## config.mk

```make
export PLATFORM = sky130hd
export DESIGN_NAME = ca_row_sink
export DESIGN_NICKNAME = d
export VERILOG_FILES = /design/src/rtl/ca_row_sink.sv
export SDC_FILE = /design/constraint.sdc
export NUM_CORES = 1
export LEC_CHECK = 0
export CELL_PAD_IN_SITES_DETAIL_PLACEMENT = 0
export CELL_PAD_IN_SITES_GLOBAL_PLACEMENT = 1
export CORE_ASPECT_RATIO = 0.7
export CORE_MARGIN = 1
export CORE_UTILIZATION = 40
export CTS_CLUSTER_DIAMETER = 150
export DETAILED_ROUTE_END_ITERATION = 10
export PLACE_DENSITY_LB_ADDON = 0.1
export SYNTH_ARGS = -nofsm -noshare
export SYNTH_HDL_FRONTEND = slang
export SYNTH_SLANG_ARGS = --single-unit
```

## constraint.sdc

```tcl
create_clock -name clk -period 110.5 [get_ports clk]
set_clock_uncertainty 0.2 [all_clocks]
set_input_delay 33.15 -clock clk [delete_from_list [all_inputs] [get_ports clk]]
set_output_delay 33.15 -clock clk [all_outputs]
set_load 0.01 [all_outputs]
```

## src/rtl/ca_row_sink.sv

```systemverilog
// Double-buffered sink for CA generation rows: captures a row on load/ack and
// streams it out as W-bit beats with line/frame markers while the next row is held.
module ca_row_sink #(
    parameter int ROW_W = 512,
    parameter int W     = 8,
    parameter int ROWS  = 480,
    localparam int BEATS = ROW_W / W,
    localparam int BW    = (BEATS > 1) ? $clog2(BEATS) : 1,
    localparam int RW    = (ROWS > 1) ? $clog2(ROWS) : 1
) (
    input  logic             clk,
    input  logic             reset_n,
    input  logic             load,
    input  logic [ROW_W-1:0] ca_in,
    output logic             ack,
    output logic [W-1:0]     m_data,
    output logic             m_valid,
    input  logic             m_ready,
    output logic             m_sol,
    output logic             m_eol,
    output logic             m_sof,
    output logic [RW-1:0]    row_idx
);

    generate
        if ((ROW_W % W) != 0) begin : g_bad_width
            $error("ca_row_sink: ROW_W must be a multiple of W");
        end
    endgenerate

    localparam logic [BW-1:0] LAST_BEAT = BW'(BEATS - 1);
    localparam logic [RW-1:0] LAST_ROW  = RW'(ROWS - 1);

    logic [ROW_W-1:0] hold_reg;
    logic [ROW_W-1:0] shifter_reg;
    logic             hold_full_reg;
    logic             shift_full_reg;
    logic             armed_reg;
    logic             ack_reg;
    logic [BW-1:0]    beat_reg;
    logic [RW-1:0]    row_idx_reg;

    logic capture;
    logic handshake;
    logic last_beat;
    logic transfer;

    // Beat view of the shifter; the stream just indexes it by beat number.
    logic [W-1:0] beat_words [BEATS];
    genvar gi;
    generate
        for (gi = 0; gi < BEATS; gi++) begin : g_words
            assign beat_words[gi] = shifter_reg[gi*W +: W];
        end
    endgenerate

    always_comb begin
        capture   = load & armed_reg & ~hold_full_reg;
        handshake = shift_full_reg & m_ready;
        last_beat = handshake & (beat_reg == LAST_BEAT);
        // Hold moves into the shifter when it is idle or draining its last beat.
        transfer  = hold_full_reg & (~shift_full_reg | last_beat);
    end

    always_ff @(posedge clk) begin
        if (!reset_n) begin
            ack_reg        <= 1'b0;
            hold_full_reg  <= 1'b0;
            shift_full_reg <= 1'b0;
            armed_reg      <= 1'b1;
            beat_reg       <= '0;
            row_idx_reg    <= '0;
        end else begin
            ack_reg <= capture;

            // A level load re-arms only after it has been seen low once.
            if (capture)
                armed_reg <= 1'b0;
            else if (!load)
                armed_reg <= 1'b1;

            if (capture)
                hold_full_reg <= 1'b1;
            else if (transfer)
                hold_full_reg <= 1'b0;

            if (handshake) begin
                if (last_beat) begin
                    row_idx_reg    <= (row_idx_reg == LAST_ROW) ? '0 : row_idx_reg + 1'b1;
                    shift_full_reg <= 1'b0;
                end else begin
                    beat_reg <= beat_reg + 1'b1;
                end
            end

            if (transfer) begin
                shift_full_reg <= 1'b1;
                beat_reg       <= '0;
            end
        end
    end

    // Row data paths carry no reset; their full flags qualify them.
    always_ff @(posedge clk) begin
        if (capture)
            hold_reg <= ca_in;
        if (transfer)
            shifter_reg <= hold_reg;
    end

    assign ack     = ack_reg;
    assign m_valid = shift_full_reg;
    assign m_data  = shift_full_reg ? beat_words[beat_reg] : '0;
    assign m_sol   = shift_full_reg & (beat_reg == '0);
    assign m_eol   = shift_full_reg & (beat_reg == LAST_BEAT);
    assign m_sof   = shift_full_reg & (beat_reg == '0) & (row_idx_reg == '0);
    assign row_idx = row_idx_reg;

endmodule

```

==> results_dict.tcl <==
set metrics [dict create \
    run_status "complete, no violations" \
    totalWireLength_um 87400 \
    rsz0062_at_grt "no" \
    cts-root-buf "clkbuf_16" \
    layout_common_cells "edfxtp_1, clkdlybuf4s50_1, clkbuf_16" \
    crit_required_ps 77150 \
    cts_sinks 1043 \
    path_class "flop to primary output" \
    finalHoldViolations 0 \
    start_util_pct 40.6 \
    synth_seq_cells 1043 \
    syn_nets 2009 \
    maxCapViolCount 0 \
    cts_inserted_buffers 101 \
    remaining_drc_errors 0 \
    synth_top_cell_by_area "edfxtp_1" \
    start_kind "flop" \
    p_leak_uw 0.0148 \
    p_sw_uw 178 \
    cp-end-kind "primary output" \
    n_fill_cell 6984 \
    synth_ff_type "edfxtp_1" \
    grt_max_degree 173 \
    drive_above_1_share_pct 13.0 \
    holdBufCountCts 0 \
    post-route-min-period_ps 38540 \
    post_drt_via_cell_ratio 4.95 \
    grt_pass1_wl_um 122000 \
    placed_area_mm2 0.0426 \
    antenna_found_initial 13 \
    min_path_type "flop to flop" \
    design_area_mm2 0.0460 \
    critPathMaxFanout 39 \
    gr-total-overflow 0 \
    ys_warn_count 0 \
    num_rows 91 \
    ant_nets 0 \
    finalMaxSlewViolations 0 \
    dr.first_iter.drc_count 1488 \
    setup_viol 0 \
    syn_inst 1489 \
    fmax_mhz 25.9 \
    die_h_um 252 \
    vdd_drop_max_mv 0.0111 \
    seq_power_share_pct 54.6 \
    dpl.cell_count 3157 \
    ctsHtreeMaxLevel 3 \
    core_mm2 0.0884 \
    p_int_uw 692 \
    hpwlAfterDp_um 60600 \
    ys_types 51 \
    post_synth.cell_area_avg_um2 24.1 \
    swShare_pct 20.4 \
    final_nets 2618 \
    vias 16600 \
    synth-edff-count 1024 \
    clk_pin_slew_worst_paths_ps 70 \
    fin_ws_ps 71960 \
    die_x_um 360 \
    drt-wirelength-per-cell_um 26.1 \
    port_buffers 537 \
    layout_commonest_cell "edfxtp_1" \
    syn_area_mm2 0.0358 \
    grt_use_total_pct 19.2 \
    cts_buffer_depth 3 \
    clock_latency_ps 660 \
    synth.top_cell.area_share_pct 85.8 \
    post_cts_resized 0 \
    slew_headroom_pct 28.2 \
    syn_to_final_growth_pct 28.2 \
    final_cell_count_no_fill 3350 \
    pre_cts_ws_ps 72030 \
    gp_congestion 0.774 \
    pwr-share-clk_pct 39.7 \
    cp.arrival_ps 5190 \
    first_pass_iters 4 \
    tritoncts "done" \
    io_pins 538 \
    timing.final.crit_share_pct 34.9 \
    setup_tns_ps 0 \
    synth.yosys.seq_area_share_pct 86.9 \
    tightest_slew_ps 1070 \
    powerDensity_mw_per_mm2 18.9 \
    postCtsSetupRepairBufs 0 \
    async_flop_share_pct 0 \
    grt_pass1_vias 17300 \
    die-area_mm2 0.0908 \
    synth.area.top_cells "edfxtp_1, mux4_2, mux2i_1" \
    combinationalPowerShare_pct 5.7 \
]
[Yosys cell counts (all sizes together), types with 8 or more instances]
master	number
mux2i	77
o22ai	9
buf	35
mux4	98
nand2	42
o221ai	16
nor2	25
nand3	10
edfxtp	1024
a221oi	15
mux2	8
dfxtp	19
clkbuf	20
[per-layer routing]
metal	up-vias	GRT usage [%]	share of wire [%]
li1	7408	-	-
met2	534	28.8	45
met1	8514	28.1	46
met4	6	4.85	1.9
met5	-	0	0.039
met3	105	4.65	6.3
[cell families (layout without fill, tap and decap cells)]
family	after synthesis	count (layout)	share of synthesized area, %
flip-flops	1043	1043	86.9
multiplexers	183	183	8.56
AND/OR/NAND/NOR	102	102	1.38
AO/OA/AOI/OAI	85	85	1.89
buffers and inverters	60	756	0.883
XOR/XNOR	12	12	0.293
adder cells (fa/ha/maj)	4	4	0.140
other	0	3	0
[power by group through the flow]
stage	Clock, uW	Sequential [uW]	Combinational (uW)
final	345	475	49.6
after global routing	367	477	53.2
after CTS	354	475	50.7
after detailed placement	0	484	50.5
after global placement	0	483	50.0
after floorplan	0	516	19.9
[area by class of cell]
type	count	area [um^2]	share of cell area, %
diodes	3	7.51	0.0163
clock buffers	138	2730	5.93
clock inverters	52	604	1.31
inverters	5	18.8	0.0408
multi-input cells	386	4420	9.62
flip-flops and latches	1043	31100	67.8
well taps	1162	1450	3.16
repair buffers	561	5580	12.1
[worst max-delay path, cell delays in order, from the launching register on]
cell and delay [ps]:
dfxtp_4 660, buf_4 640, buf_4 640, inv_1 490, mux2_2 350, a221oi_1 130, o31ai_1 890, clkdlybuf4s50_1 710
[worst paths after layout]
kind | from | to | slack (ps) | cells after the start
max | beat_reg[1] | m_data[4] | 71960 | 7
min | hold_reg[154] | shifter_reg[154] | 210 | 0
max reg2reg | beat_reg[1] | shifter_reg[224] | 104900 | 8
min reg2reg | hold_reg[154] | shifter_reg[154] | 210 | 0
[through the flow]
step           utilization, %  power [uW]  hold slack, ps
3_3_place_gp             48.2         533             200
6_report                 52.0         869             209
4_1_cts                  52.0         880             205
3_5_place_dp             48.2         534             205
2_1_floorplan               -         536             200
5_1_grt                  52.0         898             211
Note: power is estimated with default switching activity, not from simulation.
